<file path="config.mk">
export PLATFORM = sky130hd
export DESIGN_NAME = mem_load_unit
export DESIGN_NICKNAME = d
export VERILOG_FILES = /design/src/rtl/mem_load_unit.sv
export SDC_FILE = /design/constraint.sdc
export NUM_CORES = 1
export LEC_CHECK = 0
export CORE_UTILIZATION = 47
export DETAILED_ROUTE_END_ITERATION = 10
export MAX_ROUTING_LAYER = met4
export PLACE_DENSITY = 0.91
export SYNTH_ARGS = -nofsm -noshare
export SYNTH_HDL_FRONTEND = slang
export SYNTH_SLANG_ARGS = --single-unit
</file>
<file path="constraint.sdc">
create_clock -name clk -period 5 [get_ports clk]
set_clock_uncertainty 0.15 [all_clocks]
set_input_delay 1.5 -clock clk [delete_from_list [all_inputs] [get_ports clk]]
set_output_delay 1.5 -clock clk [all_outputs]
set_load 0.05 [all_outputs]
</file>
<file path="src/rtl/mem_load_unit.sv">
// ----------------------------------------------------------------------------
// mem_load_unit
//
// Memory stage of the pipeline, read side of the data SRAM port. It registers
// the execute-to-memory handoff and picks up data_sram_rdata in the cycle
// after the request. The block then extracts and sign/zero-extends the load
// data, including the LWL/LWR merges with the forwarded rt value. While
// writeback stalls, it holds the captured read data and presents the result
// to writeback with a valid/allowin handshake.
//
// Ports
//   clk, reset        system clock, synchronous active-high reset
//   ex_from_ws        exception flush from writeback (clears the stage)
//   es_to_ms_valid    execute stage presents an instruction
//   ms_allowin        memory stage accepts an instruction this cycle
//   es_*              execute-stage fields latched on accept
//   data_sram_rdata   SRAM read data, valid the cycle after the request
//   ws_allowin        writeback accepts this cycle
//   ms_to_ws_valid    result valid towards writeback
//   ms_final_result   load or ALU result
//   ms_gr_we          register write enable, gated by valid and exception
//   ms_dest, ms_pc    destination register and PC of the held instruction
//   ms_ex             exception flag passed through
//   ms_fwd_data       forwarding data (equals ms_final_result)
//   ms_fwd_valid      forwarding data is valid and will be written
// ----------------------------------------------------------------------------
module mem_load_unit (
    input  logic        clk,
    input  logic        reset,
    input  logic        ex_from_ws,
    input  logic        es_to_ms_valid,
    output logic        ms_allowin,
    input  logic [2:0]  es_load_op,
    input  logic [31:0] es_alu_result,
    input  logic [31:0] es_rt_value,
    input  logic        es_gr_we,
    input  logic [4:0]  es_dest,
    input  logic [31:0] es_pc,
    input  logic        es_ex,
    input  logic [31:0] data_sram_rdata,
    input  logic        ws_allowin,
    output logic        ms_to_ws_valid,
    output logic [31:0] ms_final_result,
    output logic        ms_gr_we,
    output logic [4:0]  ms_dest,
    output logic [31:0] ms_pc,
    output logic        ms_ex,
    output logic [31:0] ms_fwd_data,
    output logic        ms_fwd_valid
);

    typedef enum logic [2:0] {
        LD_NONE = 3'd0,
        LD_W    = 3'd1,
        LD_H    = 3'd2,
        LD_HU   = 3'd3,
        LD_B    = 3'd4,
        LD_BU   = 3'd5,
        LD_WL   = 3'd6,
        LD_WR   = 3'd7
    } load_op_e;

    // Stage control state
    logic        ms_valid_q;
    logic        first_q;      // SRAM read data is on data_sram_rdata this cycle
    logic        buf_valid_q;  // rdata_buf_q holds the read data of the current load
    logic [31:0] rdata_buf_q;

    // Latched execute-stage fields
    load_op_e    load_op_q;
    logic [31:0] alu_result_q;
    logic [31:0] rt_value_q;
    logic        gr_we_q;
    logic [4:0]  dest_q;
    logic [31:0] pc_q;
    logic        ex_q;

    logic        ms_ready_go;
    logic        accept;
    logic [31:0] rdata_eff;
    logic [1:0]  addr_lo;
    logic [7:0]  ld_byte;
    logic [15:0] ld_half;
    logic [31:0] load_result;

    // ------------------------------------------------------------------------
    // Handshake
    // ------------------------------------------------------------------------
    assign ms_ready_go    = first_q | buf_valid_q | (load_op_q == LD_NONE);
    assign ms_allowin     = !ms_valid_q | (ms_ready_go & ws_allowin);
    assign ms_to_ws_valid = ms_valid_q & ms_ready_go;
    assign accept         = es_to_ms_valid & ms_allowin;

    // ------------------------------------------------------------------------
    // Sequential state
    // ------------------------------------------------------------------------
    // NOTE: sequential state uses non-blocking assignments so every register
    // samples the pre-edge values regardless of statement order.
    always_ff @(posedge clk) begin
        if (reset || ex_from_ws) begin
            // A flush wins over a simultaneous accept.
            ms_valid_q  <= 1'b0;
            first_q     <= 1'b0;
            buf_valid_q <= 1'b0;
        end else begin
            if (ms_allowin) begin
                ms_valid_q <= es_to_ms_valid;
            end

            if (accept) begin
                // A new instruction starts with its read data on the SRAM
                // port next cycle, so any earlier buffer is discarded.
                first_q     <= 1'b1;
                buf_valid_q <= 1'b0;
            end else begin
                first_q <= 1'b0;
                if (first_q && ms_valid_q && !ws_allowin) begin
                    buf_valid_q <= 1'b1;
                end else if (ms_to_ws_valid && ws_allowin) begin
                    buf_valid_q <= 1'b0;
                end
            end
        end
    end

    // Control-relevant fields are reset so no X reaches ms_gr_we.
    always_ff @(posedge clk) begin
        if (reset) begin
            load_op_q <= LD_NONE;
            gr_we_q   <= 1'b0;
            ex_q      <= 1'b0;
        end else if (accept) begin
            load_op_q <= load_op_e'(es_load_op);
            gr_we_q   <= es_gr_we;
            ex_q      <= es_ex;
        end
    end

    // NOTE: pure datapath registers carry no reset; they are only consumed
    // while ms_valid_q/buf_valid_q qualify them.
    always_ff @(posedge clk) begin
        if (accept) begin
            alu_result_q <= es_alu_result;
            rt_value_q   <= es_rt_value;
            dest_q       <= es_dest;
            pc_q         <= es_pc;
        end
        if (first_q && ms_valid_q && !ws_allowin) begin
            rdata_buf_q <= data_sram_rdata;
        end
    end

    // ------------------------------------------------------------------------
    // Load data extraction (little-endian)
    // ------------------------------------------------------------------------
    assign rdata_eff = first_q ? data_sram_rdata : rdata_buf_q;
    assign addr_lo   = alu_result_q[1:0];
    assign ld_half   = addr_lo[1] ? rdata_eff[31:16] : rdata_eff[15:0];

    always_comb begin
        ld_byte = rdata_eff[7:0];
        case (addr_lo)
            2'd0: ld_byte = rdata_eff[7:0];
            2'd1: ld_byte = rdata_eff[15:8];
            2'd2: ld_byte = rdata_eff[23:16];
            2'd3: ld_byte = rdata_eff[31:24];
            default: ld_byte = rdata_eff[7:0];
        endcase
    end

    always_comb begin
        load_result = alu_result_q;
        case (load_op_q)
            LD_NONE: load_result = alu_result_q;
            LD_W:    load_result = rdata_eff;
            LD_H:    load_result = {{16{ld_half[15]}}, ld_half};
            LD_HU:   load_result = {16'h0000, ld_half};
            LD_B:    load_result = {{24{ld_byte[7]}}, ld_byte};
            LD_BU:   load_result = {24'h000000, ld_byte};
            LD_WL: begin
                // Unaligned-left: memory bytes fill the upper part of rt.
                case (addr_lo)
                    2'd0: load_result = {rdata_eff[7:0],  rt_value_q[23:0]};
                    2'd1: load_result = {rdata_eff[15:0], rt_value_q[15:0]};
                    2'd2: load_result = {rdata_eff[23:0], rt_value_q[7:0]};
                    default: load_result = rdata_eff;
                endcase
            end
            LD_WR: begin
                // Unaligned-right: memory bytes fill the lower part of rt.
                case (addr_lo)
                    2'd0: load_result = rdata_eff;
                    2'd1: load_result = {rt_value_q[31:24], rdata_eff[31:8]};
                    2'd2: load_result = {rt_value_q[31:16], rdata_eff[31:16]};
                    default: load_result = {rt_value_q[31:8], rdata_eff[31:24]};
                endcase
            end
            default: load_result = alu_result_q;
        endcase
    end

    // ------------------------------------------------------------------------
    // Outputs
    // ------------------------------------------------------------------------
    assign ms_final_result = load_result;
    assign ms_fwd_data     = load_result;
    assign ms_gr_we        = ms_valid_q & gr_we_q & !ex_q;
    assign ms_fwd_valid    = ms_gr_we & ms_ready_go;
    assign ms_dest         = dest_q;
    assign ms_pc           = pc_q;
    assign ms_ex           = ex_q;

    // A valid load must always have its data either on the port or buffered.
    a_load_has_data : assert property (
        @(posedge clk) disable iff (reset)
        (ms_valid_q && load_op_q != LD_NONE) |-> (first_q || buf_valid_q)
    );

endmodule

</file>
After elaboration in Yosys (flattened, before gate mapping) --
Cells that the tools add are included. W data, S select, Z words.
Word-level totals: bits of input ports 143, flip-flop bits (word level) 141, output and inout port bits 106, word-level logic and storage cells 50
Operators by class: multiplexer cells 9, reduce and logical (&&, ||, !) cells 11, equal/unequal tests 10, bitwise logic cells 9
Operators with widths (number):
- $pmux W32 S8 | 1
- $pmux W32 S3 | 2
- $mux W32 | 1
- $pmux W8 S4 | 1
- $mux W16 | 1
- $eq A3 B3 Y1 const B | 4
- $and A1 B1 Y1 | 6
- $eq A3 B2 Y1 const B | 2
- $eq A2 B2 Y1 const B | 2
- $eq A3 B1 Y1 const B | 1
- $logic_and A1 B1 Y1 | 3
- $logic_not A1 Y1 | 3
- $logic_not A3 Y1 | 1
- $mux W1 | 3
- $or A1 B1 Y1 | 3
- $eq A2 B1 Y1 const B | 1
- $logic_not A2 Y1 | 1
- $reduce_bool A2 Y1 | 1
- $reduce_or A2 Y1 | 1
- $logic_or A1 B1 Y1 | 1

Longest topological paths before layout --
Gate-level depths: netlist of the first run.
word-level depth 6, gate-level depth with buffers 10, gate-level depth less buffers 5

Least setup slack after synthesis of the first run --
No wires, ideal clock.
path kind input to output, from input port data_sram_rdata[15], to output port ms_fwd_data[11], data required time 3350 ps, slack -50 ps, buffers on the path 1, stages on the path 6, data arrival time 3400 ps, cell sequence mux2i_1 -> nor3b_1 -> o41a_1 -> a21oi_1 -> a31oi_1 -> buf_4
On the way: word-level cells in the longest chain between the ends 3
Ends and longest elaborated chain:
- from (decl) | line 40 | input logic [31:0] data_sram_rdata,
- $mux W32 | line 156 | assign rdata_eff = first_q ? data_sram_rdata : rdata_buf_q;
- $pmux W8 S4 | line 162 | case (addr_lo)
- $pmux W32 S8 | line 173 | case (load_op_q)
- to (decl) | line 48 | output logic [31:0] ms_fwd_data,
No other way between the ends.

Final worst setup path of the first run --
from input port data_sram_rdata[23], to output port ms_final_result[29]
On the way: word-level cells in the longest chain between the ends 3
Ends and longest elaborated chain:
- $mux W32 | line 156
- $pmux W8 S4 | line 162
- $pmux W32 S8 | line 173
- to (decl) | line 43 | output logic [31:0] ms_final_result,
No other way between the ends.

==> results.toml, run 1 <==
[cells_and_area]
layout-drive-gt1-share = 0.270
multi_input_area_um2 = 3240
finalNonFillerCells = 1102
area_delta_synth_final_pct = 52.4
fin_nets = 1016
seqCellArea_um2 = 4160
postLayoutCellArea_um2 = 11800
nFillCells = 1048
num_antenna_cells = 0

[sta]
max_freq_mhz = 200
tightest_slew_ps = 865
finalCriticalPeriod_ps = 4990
setup_viol = 0
hold_viol = 0
hold_ws_ps = 355
slew_viol_final = 0
fin_ws_ps = 10.6
final.period_utilization = 0.998
slew_headroom = 0.417

[die]
row_count = 46
die_h_um = 130
die-area_um2 = 16900
start_util = 0.484
pin_count = 249
die_x_um = 130
core_um2 = 15900

[logic_synthesis]
seq_area_frac_synth = 0.538
synth_ff_type = "edfxtp_1"
synth_top_area_frac = 0.518
yosysMostFrequentCell = "edfxtp_1"
syn_avg_cell_area_um2 = 12.6
yosys.area.top_type = "edfxtp_1"
ys_seq_elements = 141
synth-edff-count = 133
synthDistinctLibCells = 49
synthTopCellsByArea = "edfxtp_1, mux4_2, mux2i_1, buf_4, a21oi_1"
synthesis.nets = 756
synth_common_cells = "edfxtp_1, mux2i_1, nand2_1, nor2_1, a21oi_1"
yosysWarnings = 0
syn-cell-area_um2 = 7720
synth_cells = 613
ys_async_sr_fraction = 0

[power_and_ir_drop]
p_leak_nw = 4.31
p_int_mw = 2.61
clock_power_share = 0.320
p_sw_mw = 1.30
sw_frac_of_total = 0.332
pwr-share-seq = 0.356
powerDensity_nw_per_um2 = 332
ir_drop_uv = 249
p_comb_frac = 0.324

[drt]
vias = 6633
dr.pass1.iters = 8
drt_iter0_drc = 863
drc = 0
wl_per_cell_um = 22.7
routed_wl_um = 25000
ant_nets = 0
via_per_inst = 6.02

[hold_path]
worstHoldEndpoint = "gr_we_q"
worstHoldStart = "gr_we_q"
hp-class = "reg -> reg"
min_path_cells = 2

[worst_setup_path]
worstSetupPathType = "in -> out"
startpoint_type = "input pin"
reg2regPathDepth = 6
crit_path_end_kind = "primary output"
r2r-start = "load_op_q[2]"
crit_fanout = 5
cp.arrival_ps = 3340
cp.required_ps = 3350
r2r_end = "load_op_q[0]"
r2r_slack_ps = 2620

[cts]
numCtsBuffers = 17
cts.reportedPaths.clkPinSlew_ps = 60
cts_buffer_depth = 2
cts-root-buf = "clkbuf_16"
postCtsHoldBufs = 0
cts.sinks = 141
tritoncts = "done"
cts_htree_levels = 4
clk_latency_ps = 410

[grt]
grt_pass1_wl_um = 36700
grt_use_total = 0.308
grt_max_degree = 75
grt_antenna_before_repair = 0
grt_overflow = 0
grt_pass1_vias = 6578

[placement]
dp.cells = 1065
gp_congestion = 0.901
portBuffers = 248
dp_hpwl_um = 17300
placed_cell_area_um2 = 11000
pre_cts_slack_ps = -221

[run]
max_cap_violations = 0

[status]
status = "finished, final reports clean"
power groups by stage:
stage	Combinational, mW	Sequential [mW]	Clock (mW)
after floorplan	0.641	1.47	0
after global routing	1.31	1.40	1.31
after CTS	1.25	1.39	1.26
final	1.27	1.39	1.25
after global placement	1.22	1.41	0
after detailed placement	1.23	1.42	0
registers in the layout (all words and copies together) (netlist names):
register and count:
first_q 1, ms_ex 1, rdata_buf_q 32, gr_we_q 1, alu_result_q 32, ms_dest 5
ms_valid_q 1, rt_value_q 32, buf_valid_q 1, ms_pc 32, load_op_q 3
cell usage in the layout (no fill, tap or decap), types with 19 or more instances in the layout:
cell and count:
clkdlybuf4s50_1 157, edfxtp_1 133, buf_4 81, mux2i_1 52, buf_12 48, nand2_1 46
nor2_1 42, a21oi_1 38, mux4_2 31, o21ai_0 19
metal layers:
layer	vias up	routed length [um]	global-route usage
li1	2928	-	-
met1	3207	9250	0.370
met2	444	12700	0.513
met3	54	2470	0.0640
met4	0	607	0.113
met5	-	0	-
per-stage QoR:
stage | TNS [ps] | utilization | power, mW
floorplan | 0 | - | 2.11
global placement | -5580 | 0.688 | 2.63
detailed placement | -7040 | 0.688 | 2.65
CTS | 0 | 0.730 | 3.91
global route | -233 | 0.738 | 4.02
finish | 0 | 0.738 | 3.91
repair_timing:
action	CTS	global route
gates resized for setup	40	31
buffers inserted	1	3
setup endpoints to repair	54	38
pin swaps	17	13
cloned	1	0
worst max-delay path: stages:
cell and delay [ps]:
clkdlybuf4s15_1 220, mux2i_2 220, o22ai_2 160, nor3_4 270
o31ai_4 140, buf_6 180, o32a_1 450, buf_12 190
layout make-up:
type                    instances  area share
flip-flops and latches        141       0.353
repair buffers                322       0.298
multi-input cells             388       0.275
clock buffers                  17      0.0362
well taps                     216      0.0230
clock inverters                15      0.0129
inverters                       3    0.000957
worst max path at each step:
stage | cells past startpoint | to | from | slack, ps
6_report | 8 | ms_final_result[29] | data_sram_rdata[23] | 10
3_5_place_dp | 7 | ms_final_result[23] | data_sram_rdata[31] | -220
2_1_floorplan | 6 | ms_fwd_data[12] | data_sram_rdata[15] | 3
3_3_place_gp | 7 | ms_final_result[23] | data_sram_rdata[31] | -200
4_1_cts | 7 | ms_fwd_data[28] | data_sram_rdata[31] | 3
5_1_grt | 8 | ms_fwd_data[9] | data_sram_rdata[23] | -40
kinds of logic after synthesis:
kind of cell | after synthesis | share of synthesized area
AOI/OAI and AO/OA | 160 | 0.144
buffers and inverters | 84 | 0.0640
DFF | 141 | 0.538
muxes | 100 | 0.181
and+or+nand+nor | 128 | 0.0726
(Power assumes the default switching activity.)
==> inputs of run 2 (changes only) <==
--- a/config.mk
+++ b/config.mk
@@ -5,6 +5,7 @@
 export SDC_FILE = /design/constraint.sdc
 export NUM_CORES = 1
 export LEC_CHECK = 0
+export CORE_ASPECT_RATIO = 1.2
 export CORE_UTILIZATION = 47
 export DETAILED_ROUTE_END_ITERATION = 10
 export MAX_ROUTING_LAYER = met4
==> results.toml, run 2 (synthesized netlist as in run 1, its figures left out) <==
[cells_and_area]
layout-drive-gt1-share = 0.265
final_cell_mix = "clkdlybuf4s50_1, edfxtp_1, buf_4"
fin_nets = 1012
final_common_cell = "clkdlybuf4s50_1"
finalNonFillerCells = 1092
area_delta_synth_final_pct = 51.7
utilization = 0.740
postLayoutCellArea_um2 = 11700

[sta]
slew_viol_final = 0
tightest_slew_ps = 906
rsz0062_at_grt = "false"
hold_ws_ps = 363
hold_viol = 0
slew_headroom = 0.394
final.period_utilization = 0.996
fin_ws_ps = 22.0
finalCriticalPeriod_ps = 4980
tns_ps = 0
setup_viol = 0
max_freq_mhz = 201

[grt]
grt_antenna_before_repair = 2
grt_pass1_vias = 6901
grt_use_total = 0.312
grt_max_degree = 74
grt_overflow = 0
grt_pass1_wl_um = 38200

[die]
start_util = 0.488
die-area_um2 = 16900
die_x_um = 119
row_count = 50
core_um2 = 15800
pin_count = 249
die_h_um = 142

[worst_setup_path]
crit_path_end_kind = "primary output"
r2r-start = "load_op_q[0]"
reg2regPathDepth = 5
worstSetupPathType = "in -> out"
r2r_slack_ps = 2280
r2r_end = "ms_pc[24]"
startpoint_type = "input pin"
crit_fanout = 3
cp.required_ps = 3350
cp.arrival_ps = 3330

[power_and_ir_drop]
p_leak_nw = 4.28
powerDensity_nw_per_um2 = 335
ir_drop_uv = 264
power_mw = 3.92

[placement]
gp_congestion = 0.929
pre_cts_slack_ps = -288
dp.cells = 1049
dp_hpwl_um = 17600
placed_cell_area_um2 = 11000
portBuffers = 248

[hold_path]
worstHoldStart = "gr_we_q"
min_path_cells = 2
worstHoldEndpoint = "gr_we_q"
hp-class = "reg -> reg"

[drt]
wl_per_cell_um = 23.6
routed_wl_um = 25800
ant_nets = 0
via_per_inst = 6.31
vias = 6887
dr.pass1.iters = 7
drt_iter0_drc = 928
drc = 0

[run]
max_cap_violations = 0

[cts]
clk_latency_ps = 430
cts.sinks = 141
cts-root-buf = "clkbuf_16"
numCtsBuffers = 17
cts_htree_levels = 4
cts.reportedPaths.clkPinSlew_ps = 60
tritoncts = "done"
cts_buffer_depth = 2

[status]
status = "finished, final reports clean"
==> run 2: worst max path at each step <==
stage	endpoint	slack [ps]	startpoint	cells after the start
2_1_floorplan	ms_fwd_data[12]	3	data_sram_rdata[15]	6
3_3_place_gp	ms_fwd_data[9]	-200	data_sram_rdata[23]	8
3_5_place_dp	ms_fwd_data[9]	-290	data_sram_rdata[23]	8
4_1_cts	ms_fwd_data[26]	4	data_sram_rdata[15]	7
5_1_grt	ms_fwd_data[25]	2	data_sram_rdata[25]	6
6_report	ms_fwd_data[25]	20	data_sram_rdata[1]	7
==> run 2: where the power goes <==
part	internal, mW	switching [mW]
Combinational	0.552	0.718
Clock	0.702	0.551
Sequential	1.36	0.0370
==> run 2: cell type report <==
| type | instances | area [um2] |
|---|---|---|
| multi-input cells | 388 | 3210 |
| clock buffers | 17 | 425 |
| well taps | 208 | 260 |
| diodes | 2 | 5.00 |
| clock inverters | 15 | 151 |
| inverters | 3 | 11.3 |
| fillers | 939 | 4120 |
| flip-flops and latches | 141 | 4160 |
| repair buffers | 318 | 3490 |
==> run 2: critical path: stages <==
cell,delay (ps)
clkdlybuf4s50_1,470
mux2i_2,300
mux2i_1,180
mux2i_4,200
nor2_2,70
o32a_1,430
buf_12,180
==> run 2: timing repair <==
action	CTS	global route
buffers inserted	3	5
endpoints found under the setup margin	54	48
hold buffers	0	0
cloned	0	1
pin swaps	9	14
resized for setup	38	27
==> run 2: metal layers <==
layer,wire [um],GRT usage
met1,8680,0.355
met2,13200,0.518
met3,2590,0.0645
met4,1350,0.168
met5,0,-
